## src/rtl/adc_capture_ctrl.sv

```systemverilog
// adc_capture_ctrl: ADC clock/power sequencer with box-car averaging and an output FIFO
// Ports: CLK/RST_n (sync, active-low); enable, div, avg_log2, clr_ovf control inputs;
//        ADC_CLK, ADC_PWR, ADC_Din to the ADC; data_out/data_valid/data_ready FWFT stream;
//        fifo_level, overflow, busy status outputs.
module adc_capture_ctrl #(
  parameter int DATA_W      = 8,
  parameter int DIV_W       = 16,
  parameter int WAKE_CYCLES = 64,
  parameter int AVG_MAX     = 3,
  parameter int FIFO_DEPTH  = 16
) (
  input  logic                          CLK,
  input  logic                          RST_n,
  input  logic                          enable,
  input  logic [DIV_W-1:0]              div,
  input  logic [1:0]                    avg_log2,
  input  logic                          clr_ovf,
  output logic                          ADC_CLK,
  output logic                          ADC_PWR,
  input  logic [DATA_W-1:0]             ADC_Din,
  output logic [DATA_W-1:0]             data_out,
  output logic                          data_valid,
  input  logic                          data_ready,
  output logic [$clog2(FIFO_DEPTH):0]   fifo_level,
  output logic                          overflow,
  output logic                          busy
);
  localparam int AW    = $clog2(FIFO_DEPTH);
  localparam int LW    = AW + 1;
  localparam int ACC_W = DATA_W + AVG_MAX;
  localparam int CW    = AVG_MAX + 1;
  localparam int WC_W  = $clog2(WAKE_CYCLES + 1);
  localparam logic [1:0] OFF  = 2'd0;
  localparam logic [1:0] WAKE = 2'd1;
  localparam logic [1:0] RUN  = 2'd2;
  localparam logic [1:0] N_MAX = 2'(AVG_MAX);
  localparam logic [LW-1:0] FULL = LW'(FIFO_DEPTH);
  logic [1:0]        state_q, state_d;
  logic [DIV_W-1:0]  div_l_q, div_l_d, cnt_q, cnt_d;
  logic [1:0]        n_l_q, n_l_d;
  logic              adc_clk_q, adc_clk_d;
  logic [WC_W-1:0]   wake_q, wake_d;
  logic [ACC_W-1:0]  acc_q, acc_d, sum;
  logic [CW-1:0]     avg_q, avg_d, avg_last;
  logic [DATA_W-1:0] res_q, res_d;
  logic              push_q, push_d;
  logic [AW-1:0]     wr_q, wr_d, rd_q, rd_d;
  logic [LW-1:0]     level_q, level_d;
  logic              ovf_q, ovf_d;
  logic              tc, run, strobe, last, pop, full, push_ok;
  logic [DATA_W-1:0] mem [FIFO_DEPTH];
  assign ADC_CLK    = adc_clk_q;
  assign ADC_PWR    = state_q == OFF;
  assign busy       = state_q != OFF;
  assign data_valid = level_q != '0;
  assign data_out   = data_valid ? mem[rd_q] : '0;
  assign fifo_level = level_q;
  assign overflow   = ovf_q;
  always_comb begin
    tc       = cnt_q == div_l_q - DIV_W'(1);
    run      = enable && state_q != OFF;
    // the sample strobe is the cycle in which ADC_CLK is about to be registered 1->0
    strobe   = run && state_q == RUN && adc_clk_q && tc;
    avg_last = (CW'(1) << n_l_q) - CW'(1);
    last     = avg_q == avg_last;
    sum      = acc_q + ACC_W'(ADC_Din);
    state_d  = !enable ? OFF :
               state_q == OFF ? WAKE :
               (state_q == WAKE && adc_clk_q && tc && wake_q == WC_W'(WAKE_CYCLES - 1)) ? RUN : state_q;
    div_l_d  = state_q == OFF ? (div == '0 ? DIV_W'(1) : div) : div_l_q;
    n_l_d    = state_q == OFF ? (avg_log2 > N_MAX ? N_MAX : avg_log2) : n_l_q;
    cnt_d    = (!run || tc) ? '0 : cnt_q + DIV_W'(1);
    adc_clk_d = run && (adc_clk_q ^ tc);
    wake_d   = (state_q == WAKE && run) ? wake_q + WC_W'(adc_clk_q && tc) : '0;
    acc_d    = !run ? '0 : strobe ? (last ? '0 : sum) : acc_q;
    avg_d    = !run ? '0 : strobe ? (last ? '0 : avg_q + CW'(1)) : avg_q;
    push_d   = strobe && last;
    res_d    = push_d ? DATA_W'(sum >> n_l_q) : res_q;
    pop      = data_valid && data_ready;
    full     = level_q == FULL;
    push_ok  = push_q && (!full || pop);
    wr_d     = push_ok ? wr_q + AW'(1) : wr_q;
    rd_d     = pop ? rd_q + AW'(1) : rd_q;
    level_d  = level_q + LW'(push_ok) - LW'(pop);
    // a fresh drop wins over a simultaneous clear
    ovf_d    = (push_q && full && !pop) || (ovf_q && !clr_ovf);
  end
  always_ff @(posedge CLK) begin
    if (!RST_n) begin
      state_q   <= OFF;
      div_l_q   <= DIV_W'(1);
      n_l_q     <= '0;
      cnt_q     <= '0;
      adc_clk_q <= 1'b0;
      wake_q    <= '0;
      acc_q     <= '0;
      avg_q     <= '0;
      res_q     <= '0;
      push_q    <= 1'b0;
      wr_q      <= '0;
      rd_q      <= '0;
      level_q   <= '0;
      ovf_q     <= 1'b0;
    end else begin
      state_q   <= state_d;
      div_l_q   <= div_l_d;
      n_l_q     <= n_l_d;
      cnt_q     <= cnt_d;
      adc_clk_q <= adc_clk_d;
      wake_q    <= wake_d;
      acc_q     <= acc_d;
      avg_q     <= avg_d;
      res_q     <= res_d;
      push_q    <= push_d;
      wr_q      <= wr_d;
      rd_q      <= rd_d;
      level_q   <= level_d;
      ovf_q     <= ovf_d;
    end
  end
  always_ff @(posedge CLK) begin
    if (RST_n && push_ok) mem[wr_q] <= res_q;
  end
endmodule

```

## config.mk

```make
export PLATFORM = sky130hd
export DESIGN_NAME = adc_capture_ctrl
export DESIGN_NICKNAME = d
export VERILOG_FILES = /design/src/rtl/adc_capture_ctrl.sv
export SDC_FILE = /design/constraint.sdc
export NUM_CORES = 1
export LEC_CHECK = 0
export ABC_AREA = 1
export CAP_MARGIN = 30
export CORE_ASPECT_RATIO = 2
export CORE_MARGIN = 8
export CORE_UTILIZATION = 50
export DETAILED_ROUTE_END_ITERATION = 12
export GPL_ROUTABILITY_DRIVEN = 0
export PLACE_DENSITY = 0.78
export SLEW_MARGIN = 10
export SYNTH_ARGS = -nofsm -noshare
export SYNTH_HDL_FRONTEND = slang
export SYNTH_SLANG_ARGS = --single-unit
```

## constraint.sdc

```tcl
create_clock -name CLK -period 2.44 [get_ports CLK]
set_input_delay 0.488 -clock CLK [delete_from_list [all_inputs] [get_ports CLK]]
set_output_delay 0.488 -clock CLK [all_outputs]
set_load 0.01 [all_outputs]
```

-- After elaboration in Yosys (flattened, before gate mapping)
Memory sizes are Yosys's and may differ from the RTL's. A register that Yosys moved wholly into a read port is not among the register bits.
Index checks and enable logic that the tools add are counted.
Widths: inputs -> output; s select.
- mux-type cells: 11
- bitwise operators: 3
- reduce and logical (&&, ||, !) cells: 34
- divide/modulo/power cells: 0
- shift-type cells: 2
- multipliers: 0
- add/sub/neg operators: 10
- eq/ne operators: 6
- $lt $le $gt $ge: 1
- operator list (kind ; number):
    $logic_and 1x1->1 ; 17
    $add 16x1->16 const B ; 1
    $eq 16x16->1 ; 1
    $logic_not 16->1 ; 1
    $mux 16 ; 1
    $sub 16x1->16 const B ; 1
    $add 4x1->4 const B ; 3
    $mux 4 ; 3
    $add 11x8->11 ; 1
    $mux 11 ; 1
    $shr 11x2->8 ; 1
    $mux 8 ; 1
    $add 7x1->7 ; 1
    $eq 7x6->1 const B ; 1
    $reduce_and 2->1 ; 3
    $add 5x1->5 ; 1
    $eq 5x5->1 const B ; 1
    $reduce_bool 5->1 ; 1
    $sub 5x1->5 ; 1
    $eq 4x4->1 ; 1
    $logic_not 1->1 ; 4
    $mux 1 ; 4
    $reduce_bool 2->1 ; 2
    $shl 1x2->4 const A ; 1
    11 further kinds ; 14
- memory bits (read-only): 0
- register bits after elaboration: 82
- output and inout bits: 18
- bits of input ports: 31
- bits in latches: 0
- bits in writable memories: 128
- memories kept: 1
- word-level logic and storage cells: 83
- memories (name ; depth ; bits a word ; read ports ; clocked after memory_dff ; wr ports ; RTL line ; text):
    mem ; 16 ; 8 ; 1 ; 1 ; 1 ; 51 ; logic [DATA_W-1:0] mem [FIFO_DEPTH];

-- Longest topological paths before layout
Gate-level depths: netlist (run 1).
- depth after elaboration: 7
- depth in mapped cells: 17
- gate-level depth less buffers: 17

-- Worst setup path after synthesis (run 1)
Ideal clock, no wire load.
- kind: flip-flop to flip-flop
- start: register level_q[3] (netlist: fifo_level[3])
- end: register level_q[4] (netlist: fifo_level[4])
- buffers on the path: 0
- clock period less this slack: 2.717 ns
- library setup time: 0.128 ns
- arrival time: 2.589 ns
- slack: -0.277 ns
- stages on the path, launching flop included: 17
- cell sequence: dfxtp_1 > inv_1 > ha_1 > nand2_1 > nor2_1 > inv_1 > nand2_1 > inv_1 > ha_1 > inv_1 > ha_1 > inv_1 > fa_1 > nor3_1 > a211oi_1 > o21ai_0 > a21oi_1
- cells in the longest elaborated chain, start to end: 6
- elaborated cells on any way between the ends: 8
- those cells by class: add/sub: 2; eq/ne: 1; reduce/logical: 5
- RTL lines (element ; RTL line ; text):
    start: declaration ; 48 ; logic [LW-1:0] level_q, level_d;
    start signal: assignment ; 117 ; level_q <= level_d;
    $reduce_bool 5->1 (*) ; 55 ; assign data_valid = level_q != '0;
    net data_valid ; 22 ; output logic data_valid,
    $logic_and 1x1->1 (*) ; 79 ; pop = data_valid && data_ready;
    net pop ; 50 ; logic tc, run, strobe, last, pop, full, push_ok;
    $logic_or 1x1->1 ; 81 ; push_ok = push_q && (!full || pop);
    $logic_and 1x1->1 ; 81 ;
    $add 5x1->5 ; 84 ; level_d = level_q + LW'(push_ok) - LW'(pop);
    $sub 5x1->5 (*) ; 84 ;
Mark *: on every way through the listed nets, which the timed path passes. The rest lies on a longest branch.
A chain may end at the register's enable or synchronous reset.

==> results_dict.tcl, run 1 <==
set metrics [dict create \
    r2r_start "div_l_q[1]" \
    synth.most_common_cell "nor2_1" \
    path_delay_family "compound AO/OA/AOI/OAI gates" \
    crit_required_ns 1.95 \
    grt_pass1_vias 8791 \
    ys_seq_area_share_pct 54.5 \
    period_needed_ns 2.72 \
    numCtsBuffers 20 \
    worstPathArrival_ns 2.23 \
    gr-usage-all-layers_pct 21.3 \
    design_area_mm2 0.0133 \
    htree_levels 1 \
    relSlewSlack_pct 50.8 \
    post_route_cells_drive_above_1_share_pct 23.8 \
    layout.nets 1369 \
    rr_worst_depth 14 \
    power_frac_comb_pct 28.7 \
    ys_warn_count 0 \
    rsz0062_at_grt "true" \
    synth_top_family_by_area "simple AND/OR/NAND/NOR gates" \
    drt_first_iter_violations 734 \
    slew_viol_final 0 \
    worst_slew_pin_slew_ns 0.737 \
    drtAntennaViolNets 0 \
    cpMaxStageDelayCell "dfxtp_4" \
    rows 74 \
    syn_avg_cell_area_um2 8.90 \
    cts.reportedPaths.clkPinSlew_ns 0.07 \
    dr_total_vias 8868 \
    cts_tree "yes" \
    start_util_pct 50.5 \
    synth_xor_area_share_pct 2.49 \
    path_depth 9 \
    swShare_pct 30.5 \
    min_path_type "reg -> reg" \
    grt_pass1_wl_um 43400 \
    fmax_ghz 0.368 \
    p_int_mw 7.10 \
    powerDensity_mw_per_mm2 768 \
    die_h_um 218 \
    antennaDiodeCount 0 \
    wirelength_um 28500 \
    p_leak_nw 5.23 \
    yosys.area_share.adder_pct 3.46 \
    layout_worst_path_cycle_share_pct 111 \
    synth_seq_cells 214 \
    synthMuxAreaShare_pct 0 \
    failed_checks "setup timing" \
    yosys.area.top_type "edfxtp_1" \
    dp_hpwl_um 17900 \
    ff2ff_setup_slack_ns -0.24 \
    synth_top_area_share_pct 37.7 \
    synthArstFlopShare_pct 0 \
    dr.pass1.iters 5 \
    final_util_pct 65.9 \
    cpPeakStageDelay_ns 0.49 \
    cts.path.max_buffers 3 \
    endpoint_kind "primary output" \
    vias_per_cell 5.57 \
    pwr-share-seq_pct 39.1 \
    netlist_instances 1146 \
    syn_nets 1204 \
    status "complete, but fails checks" \
    clock_power_share_pct 32.2 \
    ys_types 45 \
    critPathKind "reg -> out" \
    io_buffer_count 48 \
    crit_fanout 8 \
    place_ws_ns -0.475 \
    core_mm2 0.0202 \
    wl_per_cell_um 17.9 \
    instances_no_fill 1591 \
    grt-ovfl-total 0 \
    grt_max_degree 27 \
    synth_edf_count 128 \
    synthToLayoutAreaGrowth_pct 30.3 \
    finalHoldViolCount 0 \
    dp.cells 1527 \
    dpl_cell_area_mm2 0.0117 \
    min_path_cells 1 \
    dieArea_mm2 0.0255 \
    clk_latency_ns 0.51 \
    ioPinCount 49 \
    cts_sinks 214 \
    cts_hold_buf 0 \
    worst_slack_ns -0.277 \
    irDropWorstVdd_mv 0.731 \
    cp-start-kind "flop" \
    drc 0 \
    cts_root_buffer "clkbuf_16" \
    antenna_found_initial 0 \
    drv_cap 0 \
    synthTopCellsByCount "191 x nor2_1, 176 x nand2_1, 128 x edfxtp_1" \
    timing.critical_path.cells "inv_8, buf_12, o21ai_1, o22ai_1, nor2_1, nor2_1, o21ai_1, a21oi_2, buf_2" \
    synth-simple-area-share_pct 22.0 \
    r2r-end "wake_q[6]" \
    syn_area_mm2 0.0102 \
    endpoint "data_out[2]" \
    chipWidth_um 117 \
    p_switching_mw 3.11 \
    setup_viol 14 \
    synthFlopType "edfxtp_1" \
    synthTopCellsByArea "edfxtp_1 38%, dfxtp_1 17%, nor2_1 7.0%, nand2_1 6.5%, o21ai_0 5.2%" \
    crit_buf_inv 3 \
    synth_compound_area_share_pct 11.6 \
    skew_ns 0.0184 \
]
per-layer routing:
metal / track usage, % / routed length, um / up-vias
met1: 24.2 / 10800 / 4248
met4: 9.28 / 1220 / 0
met3: 2.86 / 1610 / 84
met5: 0 / 0 / -
met2: 38.5 / 14800 / 309
li1: - / - / 4227
state kept, by name, indices dropped and copies added, names as in the netlist, named ones only:
signal      count
rd_q            4
res_q           8
overflow        1
state_q         2
n_l_q           2
wr_q            4
acc_q          11
wake_q          7
mem           128
push_q          1
cnt_q          16
avg_q           4
div_l_q        16
ADC_CLK         1
fifo_level      5
power by group through the flow:
stage,combinational (mW),clock (mW),sequential [mW]
2_1_floorplan,1.18,0,4.04
3_3_place_gp,2.10,0,4.04
3_5_place_dp,2.17,0,4.05
4_1_cts,2.50,3.29,3.98
5_1_grt,3.13,3.44,4.00
6_report,2.93,3.28,3.99
layout by cell type (no fill, tap or decap), drive strengths merged, types with 3 or more instances in the layout:
cell,instances
bufinv,3
clkinvlp,3
dfxtp,86
xor2,16
a21oi,55
xnor2,13
o22ai,10
nor2,207
edfxtp,128
nor4,7
clkinv,7
clkdlybuf4s50,39
nor3,14
ha,25
o21ai,107
inv,112
o221ai,22
nand3,75
or2,4
nand4,20
o211ai,4
clkbuf,27
buf,142
a211oi,4
nand2,181
how the worst min path moves through the flow:
stage / startpoint / slack (ns) / to
after floorplan: rd_q[3] / 0.44 / flop
after global placement: wake_q[4] / 0.45 / wake_q[4]
after detailed placement: rd_q[3] / 0.46 / rd_q[3]
after CTS: acc_q[3] / 0.47 / acc_q[3]
after global routing: acc_q[2] / 0.49 / acc_q[2]
final: wake_q[4] / 0.47 / wake_q[4]
timing repair:
action | in CTS | in global routing
pin swaps | 42 | 56
setup endpoints to repair | 19 | 30
cloned | 3 | 3
gates resized for setup | 138 | 90
setup buffers | 18 | 8
stage by stage:
| step | setup TNS (ns) | hold WS [ns] | power [mW] |
|---|---|---|---|
| global placement | -4.53 | 0.448 | 6.14 |
| global route | -3.19 | 0.494 | 10.6 |
| finish | -2.31 | 0.470 | 10.2 |
| floorplan | -0.0142 | 0.436 | 5.22 |
| detailed placement | -5.85 | 0.456 | 6.21 |
| CTS | -1.15 | 0.471 | 9.77 |
cell families (layout without fill, tap and decap cells):
kind of cell,after synthesis,count (layout)
simple gates,513,513
flops,214,214
compound gates,208,208
buf+inv,155,334
xor+xnor,29,29
fa+ha+maj,27,27
layout make-up:
class                           instances  area (um^2)
Sequential cell                       214         5580
Timing Repair Buffer                  184         1680
Clock buffer                           25          539
Fill cell                            1514         6890
Multi-Input combinational cell        777         4570
Clock inverter                         11          146
Inverter                              114          444
Tap cell                              266          333
(Power assumes the default switching activity.)
==> run 2, diff against run 1 <==
--- a/config.mk
+++ b/config.mk
@@ -8,7 +8,6 @@
 export ABC_AREA = 1
 export CAP_MARGIN = 30
 export CORE_ASPECT_RATIO = 2
-export CORE_MARGIN = 8
 export CORE_UTILIZATION = 50
 export DETAILED_ROUTE_END_ITERATION = 12
 export GPL_ROUTABILITY_DRIVEN = 0
==> run 2 against run 1 <==
  * The flow still finishes with violations (setup timing)
  * Power grew 4.1%
  * Non-clock buffer count grew 31
  * Clock power shrank 7.9%
  * Global-route usage grew 6.7 points
  * Cell area grew 5.7%
==> results_dict.tcl, run 2 (synthesized netlist as in run 1, its figures left out) <==
set metrics [dict create \
    status "complete, but fails checks" \
    failed_checks "setup timing" \
    instances_no_fill 1616 \
    cts_root_buffer "clkbuf_16" \
    setup_viol 14 \
    cts.path.max_buffers 3 \
    dp_hpwl_um 18700 \
    mostFrequentLayoutCells "160 x nor2_1, 149 x nand2_1, 128 x edfxtp_1" \
    dr.pass1.iters 5 \
    cts_tree "yes" \
    fmax_ghz 0.366 \
    cpPeakStageDelay_ns 0.37 \
    largest_reg_flops 128 \
    timing.critical_path.cells "buf_4, xnor2_1, xnor2_2, nand2_2, nor3_4, nand3_2, nor4_4, buf_4, ha_4, ha_4, ha_4, nand2_4, nor2_4, nand3_2, a21oi_2" \
    slew_viol_final 0 \
    finalHoldViolCount 0 \
    rows 73 \
    cts_sinks 214 \
    final_common_cell "nor2_1" \
    powerDensity_mw_per_mm2 756 \
    rsz0062_at_grt "true" \
    die_h_um 204 \
    p_leak_nw 5.50 \
    cts.reportedPaths.clkPinSlew_ns 0.07 \
    period_needed_ns 2.73 \
    antenna_found_initial 0 \
    crit_fanout 4 \
    dieArea_mm2 0.0210 \
    crit_required_ns 2.87 \
    clk_latency_ns 0.49 \
    drc 0 \
    grt-ovfl-total 0 \
    drv_cap 0 \
    endpoint_kind "flop" \
    antennaDiodeCount 0 \
    relSlewSlack_pct 47.9 \
    irDropWorstVdd_mv 0.956 \
    crit_path_frequent_cell "ha_4" \
    grt_max_degree 26 \
    synthToLayoutAreaGrowth_pct 37.8 \
    dp.cells 1532 \
    wirelength_um 32200 \
    drtAntennaViolNets 0 \
    largest-register "mem" \
    grt_pass1_wl_um 44400 \
    reg.largest.list "mem x128, cnt_q x16, div_l_q x16" \
    path_delay_family "simple AND/OR/NAND/NOR gates" \
    cp-start-kind "flop" \
    min_path_type "reg -> reg" \
    chipWidth_um 103 \
    layout_worst_path_cycle_share_pct 112 \
    worst_slack_ns -0.291 \
    core_mm2 0.0199 \
    layout.nets 1400 \
    cpMaxStageDelayCell "xnor2_1" \
    io_buffer_count 48 \
    ioPinCount 49 \
    numCtsBuffers 19 \
    place_ws_ns -0.575 \
    dr_total_vias 9253 \
    worst_slew_pin_slew_ns 0.780 \
    post_route_cells_drive_above_1_share_pct 31.5 \
    wl_per_cell_um 19.9 \
    gr-usage-all-layers_pct 28.1 \
    crit_buf_inv 2 \
    worstPathArrival_ns 3.16 \
    vias_per_cell 5.73 \
    htree_levels 1 \
    drt_first_iter_violations 543 \
    start_util_pct 51.2 \
    power_mw 10.6 \
    skew_ns 0.0163 \
    critPathKind "reg -> reg" \
    grt_pass1_vias 9113 \
]
-- run 2: cell types whose count changed in the layout (fill, tap and decap cells not counted), sizes merged --
cell | previous run | this run
inv | 112 | 114
buf | 142 | 170
clkinvlp | 3 | 2
clkdlybuf4s50 | 39 | 40
bufinv | 3 | 1
clkbuf | 27 | 28
dlymetal6s2s | 1 | 0
nand3 | 75 | 76
-- run 2: path summary, 6_finish.rpt --
kind / startpoint / endpoint / slack [ns] / depth (start not counted)
setup / recovery: div_l_q[6] / wake_q[6] / -0.29 / 15
hold / removal: acc_q[3] / acc_q[3] / 0.47 / 2
setup reg to reg: div_l_q[6] / wake_q[6] / -0.29 / 15
hold reg to reg: acc_q[3] / acc_q[3] / 0.47 / 2
-- run 2: power breakdown --
group	switching, mW	internal (mW)	total [mW]
clock network	1.34	1.68	3.02
registers	0.118	3.88	3.99
logic	1.96	1.66	3.61
-- run 2: layer usage --
| layer | wire [um] | GRT usage, % | vias to the layer above |
|---|---|---|---|
| met2 | 17600 | 53.1 | 437 |
| li1 | - | - | 4300 |
| met3 | 1780 | 3.39 | 176 |
| met5 | 0 | 0 | - |
| met4 | 2700 | 21.2 | 0 |
| met1 | 10200 | 26.2 | 4340 |
-- run 2: what timing repair did --
action,CTS,global route
resized for setup,149,222
setup buffers,29,24
hold buffers,0,0
cloned,8,7
endpoints found under the setup margin,18,58
pin swaps,61,110
-- run 2: final cells by class --
| cell class | instances | area (um^2) |
|---|---|---|
| Fill cell | 1410 | 5860 |
| Timing Repair Buffer | 215 | 2090 |
| Sequential cell | 214 | 5580 |
| Clock inverter | 10 | 95.1 |
| Inverter | 114 | 443 |
| Multi-Input combinational cell | 778 | 4990 |
| Tap cell | 262 | 328 |
| Clock buffer | 23 | 531 |
-- run 2: per-stage QoR --
stage               cell area [um^2]  utilization [%]  hold slack, ns  TNS, ns
floorplan                      10200                -           0.436  -0.0142
global placement               11800             59.2           0.447    -4.23
detailed placement             11800             59.2           0.459    -5.64
CTS                            13200             66.2           0.469    -4.36
global route                   14100             70.6           0.489    -3.99
finish                         14100             70.6           0.468    -2.67
-- run 2: worst register-to-register path: stages, from the launching register on --
cell	delay, ns
dfxtp_1	0.35
buf_4	0.16
xnor2_1	0.37
xnor2_2	0.17
nand2_2	0.08
nor3_4	0.17
nand3_2	0.13
nor4_4	0.25
buf_4	0.17
ha_4	0.14
ha_4	0.14
ha_4	0.14
nand2_4	0.07
nor2_4	0.11
nand3_2	0.08
a21oi_2	0.14
==> run 3, diff against run 2 <==
--- a/config.mk
+++ b/config.mk
@@ -7,7 +7,7 @@
 export LEC_CHECK = 0
 export ABC_AREA = 1
 export CAP_MARGIN = 30
-export CORE_ASPECT_RATIO = 2
+export CORE_ASPECT_RATIO = 0.5
 export CORE_UTILIZATION = 50
 export DETAILED_ROUTE_END_ITERATION = 12
 export GPL_ROUTABILITY_DRIVEN = 0
==> run 3 against run 2 <==
  * The flow still finishes with violations (setup timing)
  * Sequential share of layout area is 1.7 points higher
  * Count of clock-buffer cells in the layout is 2 higher
  * Sequential power hardly changed
  * Critical path depth is 1 higher
  * Cell area is 3.9% lower
  * Die area stayed put
  * Clock skew is 0.0012 ns lower
  * Worst hold slack worse by 0.00071 ns
  * Fmax is 3.3% higher
  * Largest power group unchanged
  * Via count is 4.2% lower
  * Global-route usage is 1.7 points lower
  * Setup slack better by 0.087 ns
==> results_dict.tcl, run 3 (synthesized netlist as in run 1, its figures left out) <==
set metrics [dict create \
    status "complete, but fails checks" \
    failed_checks "setup timing" \
    reg.largest.list "mem x128, cnt_q x16, div_l_q x16" \
    cpPeakStageDelay_ns 0.37 \
    chipWidth_um 204 \
    dp_hpwl_um 17300 \
    dr.pass1.iters 6 \
    cts_sinks 214 \
    largest_reg_flops 128 \
    largest-register "mem" \
    drt_first_iter_violations 832 \
    fmax_ghz 0.378 \
    start_util_pct 51.7 \
    cp-start-kind "flop" \
    drc 0 \
    dpl_cell_area_mm2 0.0117 \
    period_needed_ns 2.64 \
    setup_viol 14 \
    tns_ns -1.43 \
    powerDensity_mw_per_mm2 759 \
    worst_slack_ns -0.205 \
    core_mm2 0.0197 \
    worst_slew_pin_slew_ns 0.706 \
    antenna_found_initial 0 \
    finalHoldViolCount 0 \
    mostFrequentLayoutCells "171 x nor2_1, 160 x nand2_1, 128 x edfxtp_1" \
    design_area_mm2 0.0135 \
    wl_per_cell_um 17.8 \
    endpoint_kind "flop" \
    crit_path_frequent_cell "buf_4" \
    place_ws_ns -0.472 \
    rsz0062_at_grt "true" \
    io_buffer_count 48 \
    antennaDiodeCount 0 \
    dieArea_mm2 0.0210 \
    grt-ovfl-total 0 \
    timing.critical_path.cells "xnor2_1, o21ai_0, nand2_2, nand2_2, nor3_4, nand3_2, buf_4, buf_4, buf_4, buf_4, buf_4, buf_4, buf_4, nor2_4, nand4_1, nor2_2" \
    rows 36 \
    vias_per_cell 5.58 \
    p_leak_nw 5.25 \
    gr-usage-all-layers_pct 26.4 \
    grt_pass1_vias 8575 \
    critPathKind "reg -> reg" \
    irDropWorstVdd_mv 0.579 \
    worstPathArrival_ns 3.07 \
    drv_cap 0 \
    final_common_cell "nor2_1" \
    ioPinCount 49 \
    synthToLayoutAreaGrowth_pct 32.5 \
    htree_levels 1 \
    wirelength_um 28300 \
    grt_pass1_wl_um 43200 \
    cpMaxStageDelayCell "dfxtp_1" \
    grt_max_degree 29 \
    skew_ns 0.0151 \
    crit_fanout 4 \
    numCtsBuffers 20 \
    cts_tree "yes" \
    cts.reportedPaths.clkPinSlew_ns 0.06 \
    cts_root_buffer "clkbuf_16" \
    relSlewSlack_pct 52.6 \
    min_path_type "reg -> reg" \
    slew_viol_final 0 \
    layout.nets 1367 \
    crit_required_ns 2.87 \
    power_mw 10.3 \
    cts.path.max_buffers 3 \
    layout_worst_path_cycle_share_pct 108 \
    cts_hold_buf 0 \
    post_route_cells_drive_above_1_share_pct 27.1 \
    clk_latency_ns 0.50 \
    final_util_pct 68.5 \
    drtAntennaViolNets 0 \
    dr_total_vias 8863 \
    die_h_um 103 \
]
[run 3: power breakdown]
part / switching, mW / leakage (nW) / internal [mW]
logic: 1.61 / 2.96 / 1.36
registers: 0.113 / 1.97 / 3.87
clock network: 1.40 / 0.329 / 1.90
total: 3.12 / 5.25 / 7.14
[run 3: critical path, delay by kind of cell, from the launching register on]
| family | cells | cell delay (ns) |
|---|---|---|
| compound gates | 1 | 0.19 |
| simple gates | 7 | 0.84 |
| flops | 1 | 0.37 |
| buf+inv | 7 | 0.90 |
| xor+xnor | 1 | 0.29 |
[run 3: what timing repair did]
action                                  CTS  global route
cloned                                    6             5
buffers inserted                         21             9
endpoints found under the setup margin   14            37
pin swaps                                70            58
resized for setup                       164           123
[run 3: layout make-up]
type	instances	area, um^2
well taps	266	333
multi-input cells	777	4710
clock inverters	11	148
repair buffers	182	1750
clock buffers	25	539
inverters	114	450
fillers	1391	6210
flip-flops and latches	214	5590
[run 3: per-layer routing]
metal,vias up,track usage [%],part of all wire (%)
li1,4233,-,-
met1,4173,32.5,41
met2,368,47.2,49
met4,0,10.8,3.8
met5,-,0,0
met3,89,4.01,6.6
[run 3: through the flow]
stage,cells,hold slack (ns)
2_1_floorplan,1146,0.436
3_3_place_gp,1516,0.452
3_5_place_dp,1516,0.454
4_1_cts,1579,0.468
5_1_grt,1589,0.492
6_report,1589,0.468
[run 3: final timing paths]
| kind | from | endpoint | slack [ns] | cells past startpoint |
|---|---|---|---|---|
| min reg2reg | wake_q[4] | wake_q[4] | 0.47 | 1 |
| max reg2reg | div_l_q[8] | push_q | -0.20 | 16 |
| max | div_l_q[8] | push_q | -0.20 | 16 |
| min | wake_q[4] | wake_q[4] | 0.47 | 1 |
